--- config.mk ---
export PLATFORM = sky130hd
export DESIGN_NAME = univ_reg
export DESIGN_NICKNAME = d
export VERILOG_FILES = /design/src/rtl/univ_reg_pkg.sv /design/src/rtl/univ_reg_next.sv /design/src/rtl/univ_reg.sv
export SDC_FILE = /design/constraint.sdc
export NUM_CORES = 1
export LEC_CHECK = 0
export ABC_AREA = 1
export CAP_MARGIN = 5
export CORE_MARGIN = 4
export CORE_UTILIZATION = 53
export CTS_CLUSTER_SIZE = 12
export DETAILED_ROUTE_END_ITERATION = 8
export MAX_ROUTING_LAYER = met4
export PLACE_DENSITY_LB_ADDON = 0.2
export SLEW_MARGIN = 30
export SYNTH_ARGS = -nofsm -noshare
export SYNTH_HDL_FRONTEND = slang
export SYNTH_SLANG_ARGS = --single-unit
--- constraint.sdc ---
create_clock -name clk -period 2.4 [get_ports clk]
set_clock_uncertainty 0.15 [all_clocks]
set_input_delay 0.48 -clock clk [delete_from_list [all_inputs] [get_ports clk]]
set_output_delay 0.48 -clock clk [all_outputs]
set_load 0.01 [all_outputs]
--- src/rtl/univ_reg_pkg.sv ---
`default_nettype none
// +----------------------------------------------------------------------------+
// | univ_reg_pkg : shared mode encoding for the universal register             |
// | Rev 1.0                                                                    |
// +----------------------------------------------------------------------------+
package univ_reg_pkg;

    localparam int MODE_W = 3;

    localparam logic [MODE_W-1:0] MODE_HOLD = 3'b000;
    localparam logic [MODE_W-1:0] MODE_LOAD = 3'b001;
    localparam logic [MODE_W-1:0] MODE_SHL  = 3'b010;
    localparam logic [MODE_W-1:0] MODE_SHR  = 3'b011;
    localparam logic [MODE_W-1:0] MODE_ROL  = 3'b100;
    localparam logic [MODE_W-1:0] MODE_ROR  = 3'b101;
    localparam logic [MODE_W-1:0] MODE_INC  = 3'b110;
    localparam logic [MODE_W-1:0] MODE_DEC  = 3'b111;

    typedef enum logic [MODE_W-1:0] {
        M_HOLD = MODE_HOLD,
        M_LOAD = MODE_LOAD,
        M_SHL  = MODE_SHL,
        M_SHR  = MODE_SHR,
        M_ROL  = MODE_ROL,
        M_ROR  = MODE_ROR,
        M_INC  = MODE_INC,
        M_DEC  = MODE_DEC
    } mode_e;

endpackage
`default_nettype wire

--- src/rtl/univ_reg_next.sv ---
`default_nettype none
// +----------------------------------------------------------------------------+
// | univ_reg_next : combinational next-value and flag function                  |
// | Rev 1.0                                                                    |
// +----------------------------------------------------------------------------+
module univ_reg_next
    import univ_reg_pkg::*;
#(
    parameter int WIDTH    = 16,
    parameter int SATURATE = 0
) (
    input  logic [WIDTH-1:0] i_q,
    input  logic [WIDTH-1:0] i_d,
    input  logic             i_sin,
    input  mode_e            i_mode,
    output logic [WIDTH-1:0] o_q_next,
    output logic             o_cout_next,
    output logic             o_ovf_set,
    output logic             o_ovf_clr
);

    localparam logic [WIDTH-1:0] C_ONE = WIDTH'(1);

    always_comb begin
        o_q_next    = i_q;
        o_cout_next = 1'b0;
        o_ovf_set   = 1'b0;
        o_ovf_clr   = 1'b0;
        case (i_mode)
            M_LOAD: begin
                o_q_next  = i_d;
                o_ovf_clr = 1'b1;
            end
            M_SHL: begin
                o_q_next    = {i_q[WIDTH-2:0], i_sin};
                o_cout_next = i_q[WIDTH-1];
            end
            M_SHR: begin
                o_q_next    = {i_sin, i_q[WIDTH-1:1]};
                o_cout_next = i_q[0];
            end
            M_ROL: begin
                o_q_next    = {i_q[WIDTH-2:0], i_q[WIDTH-1]};
                o_cout_next = i_q[WIDTH-1];
            end
            M_ROR: begin
                o_q_next    = {i_q[0], i_q[WIDTH-1:1]};
                o_cout_next = i_q[0];
            end
            M_INC: begin
                // Saturating counts flag the clamp in ovf only; cout marks a real wrap.
                if (&i_q) begin
                    o_ovf_set = 1'b1;
                    if (SATURATE == 0) begin
                        o_q_next    = '0;
                        o_cout_next = 1'b1;
                    end
                end else begin
                    o_q_next = i_q + C_ONE;
                end
            end
            M_DEC: begin
                if (i_q == '0) begin
                    o_ovf_set = 1'b1;
                    if (SATURATE == 0) begin
                        o_q_next    = '1;
                        o_cout_next = 1'b1;
                    end
                end else begin
                    o_q_next = i_q - C_ONE;
                end
            end
            default: begin
                o_q_next = i_q;
            end
        endcase
    end

endmodule
`default_nettype wire

--- src/rtl/univ_reg.sv ---
`default_nettype none
// +----------------------------------------------------------------------------+
// | univ_reg : universal register - load, shift, rotate, up/down count         |
// | Rev 1.0                                                                    |
// +----------------------------------------------------------------------------+
module univ_reg
    import univ_reg_pkg::*;
#(
    parameter int WIDTH     = 16,
    parameter     RESET_VAL = 0,
    parameter int SATURATE  = 0
) (
    input  logic              clk,
    input  logic              reset_n,
    input  logic              clr,
    input  logic [MODE_W-1:0] mode,
    input  logic [WIDTH-1:0]  D,
    input  logic              sin,
    output logic [WIDTH-1:0]  Q,
    output logic              cout,
    output logic              ovf,
    output logic              zero
);

    localparam logic [WIDTH-1:0] C_RESET_Q = WIDTH'(RESET_VAL);

    logic [WIDTH-1:0] q_q, q_d, w_q_next;
    logic             cout_q, cout_d, w_cout_next;
    logic             ovf_q, ovf_d, w_ovf_set, w_ovf_clr;
    mode_e            w_mode;

    assign w_mode = mode_e'(mode);

    univ_reg_next #(
        .WIDTH    (WIDTH),
        .SATURATE (SATURATE)
    ) u_next (
        .i_q         (q_q),
        .i_d         (D),
        .i_sin       (sin),
        .i_mode      (w_mode),
        .o_q_next    (w_q_next),
        .o_cout_next (w_cout_next),
        .o_ovf_set   (w_ovf_set),
        .o_ovf_clr   (w_ovf_clr)
    );

    always_comb begin
        q_d    = w_q_next;
        cout_d = w_cout_next;
        ovf_d  = w_ovf_clr ? 1'b0 : (ovf_q | w_ovf_set);
        if (clr) begin
            q_d    = '0;
            cout_d = 1'b0;
            ovf_d  = 1'b0;
        end
    end

    always_ff @(posedge clk or negedge reset_n) begin
        if (!reset_n) begin
            q_q    <= C_RESET_Q;
            cout_q <= 1'b0;
            ovf_q  <= 1'b0;
        end else begin
            q_q    <= q_d;
            cout_q <= cout_d;
            ovf_q  <= ovf_d;
        end
    end

    assign Q    = q_q;
    assign cout = cout_q;
    assign ovf  = ovf_q;
    assign zero = (q_q == '0);

    // An unknown mode would silently act as HOLD in hardware; catch it in simulation.
    always @(posedge clk) begin
        if (reset_n) begin
            assert (!$isunknown(mode));
        end
    end

endmodule
`default_nettype wire

== After elaboration in Yosys (flattened, before gate mapping) ==
Cells that the tools add are included.

* Register bits: 18
* Input bits: 23
* Output and inout port bits: 19
* Logic and storage cells: 30

* $add $sub $neg: 2
* Equality and inequality tests: 7
* Mux-type cells: 12
* Bitwise operators: 1
* Reduce and logical (&&, ||, !) cells: 5

{| class="wikitable"
|+ Operators with widths
! kind !! count
|-
| $pmux 16 s7 || 1
|-
| $mux 16 || 3
|-
| $add 16x1->16 const B || 1
|-
| $logic_not 16->1 || 1
|-
| $reduce_and 16->1 || 1
|-
| $sub 16x1->16 const B || 1
|-
| $eq 3x3->1 const B || 4
|-
| $reduce_bool 8->1 || 1
|-
| $eq 3x2->1 const B || 2
|-
| $mux 1 || 6
|-
| $pmux 1 s4 || 1
|-
| $reduce_or 2->1 || 2
|-
| $eq 3x1->1 const B || 1
|-
| $pmux 1 s2 || 1
|-
| $or 1x1->1 || 1
|}

== Depth between registers and ports, before layout ==
* Depth after elaboration: 6
* Depth in mapped cells: 12
* Mapped depth without buffers: 12

== Hierarchy ==
From an unflattened synthesis, not the netlist that was laid out.

* Cell total of the unflattened synthesis: 447
* Area, all modules: 2417.3 µm²

{| class="wikitable"
|+ By module, submodules not included
! module !! times used !! cells each !! area an instance (µm²) !! seq. area each (µm²)
|-
| univ_reg_next || 1 || 364 || 1700.4 || 0.0
|-
| univ_reg || 1 || 83 || 716.9 || 450.4
|}

== Worst setup path before layout ==
Ideal clock, no wire load.

* Path kind: reg-to-output
* Start point: reg q_q[5], in the netlist Q[5]
* End point: out zero
* Data arrival time: 1.346 ns
* Data required time: 1.770 ns
* Slack: 0.424 ns
* Stages on the path, launching flop included: 7
* Buffers on the path: 1
* Cell sequence: dfrtp_1 buf_4 nor2_1 nand2_1 nor2_4 inv_1 nor4_1

* Longest elaborated chain between the ends: 1

{| class="wikitable"
|+ RTL lines
! element !! line !! text
|-
| start, declared || univ_reg.sv:27 || <nowiki>logic [WIDTH-1:0] q_q, q_d, w_q_next;</nowiki>
|-
| start signal, assigned || univ_reg.sv:65 || <nowiki>q_q <= q_d;</nowiki>
|-
| $logic_not 16->1 || univ_reg.sv:74 || <nowiki>assign zero = (q_q == '0);</nowiki>
|-
| end, declared || univ_reg.sv:22 || <nowiki>output logic zero</nowiki>
|}

No other way between the ends.

== Final worst setup path ==
* Start point: reg q_q[8], in the netlist Q[8]
* End point: out zero

The elaborated chain is that of the path after synthesis.

==> flow_metrics.env <==
export IMPL_synth_compound_area_frac=0.09545
export IMPL_io_buffers=41
export IMPL_critical_path_arrival_ns=1.66
export IMPL_num_rows=23
export IMPL_power_net_switching_uw=511.5
export IMPL_r2r_end="Q[0]"
export IMPL_min_path_type="reg2reg"
export IMPL_p_int_uw=716.1
export IMPL_grt_max_degree=19
export IMPL_crit_family="simple AND/OR/NAND/NOR gates"
export IMPL_cts_buffer_depth=2
export IMPL_postCtsSetupBuffers=0
export IMPL_grt_pass1_wl_mm=13.00
export IMPL_yosys_warnings=0
export IMPL_max_slew_worst_pin_slew_ns=0.5660
export IMPL_firstDrtPassIters=5
export IMPL_cts_max_level=1
export IMPL_die_height_um=72.46
export IMPL_synth_fa_ha_area_frac=0.01705
export IMPL_synth_top_family_by_area="simple AND/OR/NAND/NOR gates"
export IMPL_power_frac_clock=0.189
export IMPL_via_per_inst=5.505
export IMPL_clk_latency_ns=0.26
export IMPL_hold_slack_ns=0.3531
export IMPL_drt_iter0_drc=315
export IMPL_status="finished, final reports clean"
export IMPL_grt_setup_unrepaired="false"
export IMPL_maxCapViolCount=0
export IMPL_multi_input_area_um2=1498
export IMPL_synthDistinctLibCells=33
export IMPL_slowest_delay_ns=0.39
export IMPL_finalCoreUtilization=0.7457
export IMPL_ys_seq_area_frac=0.2045
export IMPL_cts_root_buf="clkbuf_8"
export IMPL_synth_seq_cells=18
export IMPL_clkSlewWorstSetupHoldPaths_ns=0.08
export IMPL_hold_buffers=0
export IMPL_num_vias=2846
export IMPL_final_cell_mix="nand2_1, nor2_1, clkdlybuf4s50_1, buf_4, nand3_1"
export IMPL_area_delta_synth_final_pct=35.45
export IMPL_yosysTopAreaCellShare=0.2165
export IMPL_p_comb_frac=0.530
export IMPL_cts_resized=2
export IMPL_path_cells="nor2_1 > nand2_1 > nor2_4 > inv_1 > nor4_2 > dlygate4sd2_1"
export IMPL_overflow=0
export IMPL_setup_worst_path_start_class="flip-flop"
export IMPL_gp_congestion=0.9615
export IMPL_power_frac_seq=0.281
export IMPL_hold_path_depth=2
export IMPL_final_hold_viol_count=0
export IMPL_yosys_area_top_type="nand2_1"
export IMPL_grt_pass1_vias=2749
export IMPL_fmax_mhz=436.1
export IMPL_r2r_slack_ns=0.28
export IMPL_required_ns=1.77
export IMPL_setup_tns_ns=0
export IMPL_drc=0
export IMPL_die_area_um2=5250
export IMPL_leakage_uw=0.001500
export IMPL_synth_mux_area_frac=0
export IMPL_synthesis_nets=421
export IMPL_grt_use_total=0.3237
export IMPL_r2r_cells=11
export IMPL_design_core_area_um2=4000
export IMPL_totalWireLength_mm=7.674
export IMPL_die_w_um=72.46
export IMPL_final_seq_area_um2=450.4
export IMPL_crit_slowest_cell="dfrtp_1"
export IMPL_nets=495
export IMPL_fin_crit_ns=2.293
export IMPL_cp_max_fo=2
export IMPL_numCtsBuffers=3
export IMPL_relSlewSlack=0.6187
export IMPL_p_per_area_nw_per_um2=411.6
export IMPL_r2r_start="Q[0]"
export IMPL_finalCritPeriodShare=0.9554
export IMPL_finalSetupViolCount=0
export IMPL_drive_gt1_frac=0.1520
export IMPL_finalMaxSlewViolations=0
export IMPL_drt_wirelength_per_cell_um=14.84
export IMPL_ios=42
export IMPL_start_util=0.5505
export IMPL_p_sw_frac=0.4166
export IMPL_cp_end_kind="output port"
export IMPL_detail_route_antenna_nets=0
export IMPL_ys_top_cells_by_area="nand2_1, dfrtp_1, nor2_1"
export IMPL_yosys_area_share_xor_xnor=0.01989
export IMPL_synth_simple_gate_area_frac=0.5438
export IMPL_layout_commonest_cell="nand2_1"
export IMPL_cts_tree="built"
export IMPL_worst_ir_drop_vdd_mv=0.2351
export IMPL_crit_buf_inv=2
export IMPL_hp_start="ovf"
export IMPL_synth_area_per_cell_um2=5.575
export IMPL_antenna_found_initial=0
export IMPL_hpwl_mm=5.859
export IMPL_nFillCells=347
export IMPL_postSynthCellCount=395
export IMPL_cts_sinks=18
export IMPL_whs_endpoint="ovf"
export IMPL_crit_type="reg2out"
export IMPL_n_antenna_cell=0
export IMPL_syn_cell_area_um2=2202
==> power by group through the flow <==
stage,Sequential [µW],Clock (µW),Combinational (µW)
after floorplan,371,0,329
after global placement,349,0,625
after detailed placement,350,0,635
after CTS,344,239,640
after global routing,347,241,714
final,345,232,651
==> worst max path at each step <==
stage          slack, ns  depth (start not counted)    start  endpoint
2_1_floorplan       0.42                          6     Q[5]      zero
3_3_place_gp        0.07                          8  mode[1]      Q[1]
3_5_place_dp       0.006                          8  mode[1]      Q[1]
4_1_cts             0.13                          6     Q[8]      zero
5_1_grt            0.007                          6     Q[6]      zero
6_report            0.11                          6     Q[8]      zero
==> kinds of logic after synthesis <==
kind of cell,count (synthesis)
DFF,18
buffers and inverters,58
xor gates and xnor gates,5
and+or+nand+nor,273
AOI/OAI and AO/OA,38
adders and majority gates,3
==> registers in the layout (all words and copies together) (netlist names) <==
signal and count:
Q 16, ovf 1, cout 1
==> Yosys cell counts (all sizes together) <==
cell type / instances
dfrtp: 18
nor3: 5
nor4: 1
o31ai: 1
a21o: 1
or2: 2
inv: 43
a21oi: 7
clkbuf: 2
nand4: 9
o22ai: 5
buf: 13
o211ai: 2
nand2: 130
nand3b: 1
xor2: 5
nand3: 39
nor2: 86
o21ai: 22
ha: 3
==> area by class of cell <==
class	instances	share of cell area
sequential	18	0.1510
timing repair buffer	84	0.2580
tap	50	0.02097
clock buffer	3	0.01384
inverter	43	0.05411
multi-input combinational	319	0.5021
==> metrics by stage <==
step | instances | total power, µW | setup WS, ns | area (µm²)
after CTS | 517 | 1222 | 0.1256 | 2980
after global routing | 517 | 1303 | 0.006841 | 2983
after global placement | 514 | 973.9 | 0.06782 | 2934
final | 517 | 1228 | 0.1069 | 2983
after detailed placement | 514 | 984.2 | 0.006356 | 2934
after floorplan | 395 | 700.2 | 0.4237 | 2202
==> worst reg2reg max path, stage by stage, from the launching register on <==
cell and delay (ns):
dfrtp_1 0.36, buf_4 0.14, ha_1 0.16, nand2_1 0.08, nor2_2 0.21, nand4_2 0.29
nand2_1 0.18, inv_2 0.12, o21ai_1 0.13, nand2_1 0.07, nand2_1 0.08, nand2_1 0.05
==> layer usage <==
| layer | vias to the layer above | track usage | part of all wire |
|---|---|---|---|
| met1 | 1275 | 0.4267 | 0.44 |
| li1 | 1397 | - | - |
| met3 | 19 | 0.03186 | 0.085 |
| met5 | - | - | 0 |
| met2 | 155 | 0.5147 | 0.45 |
| met4 | 0 | 0.1209 | 0.021 |
Power figures use the tool's default switching activity.
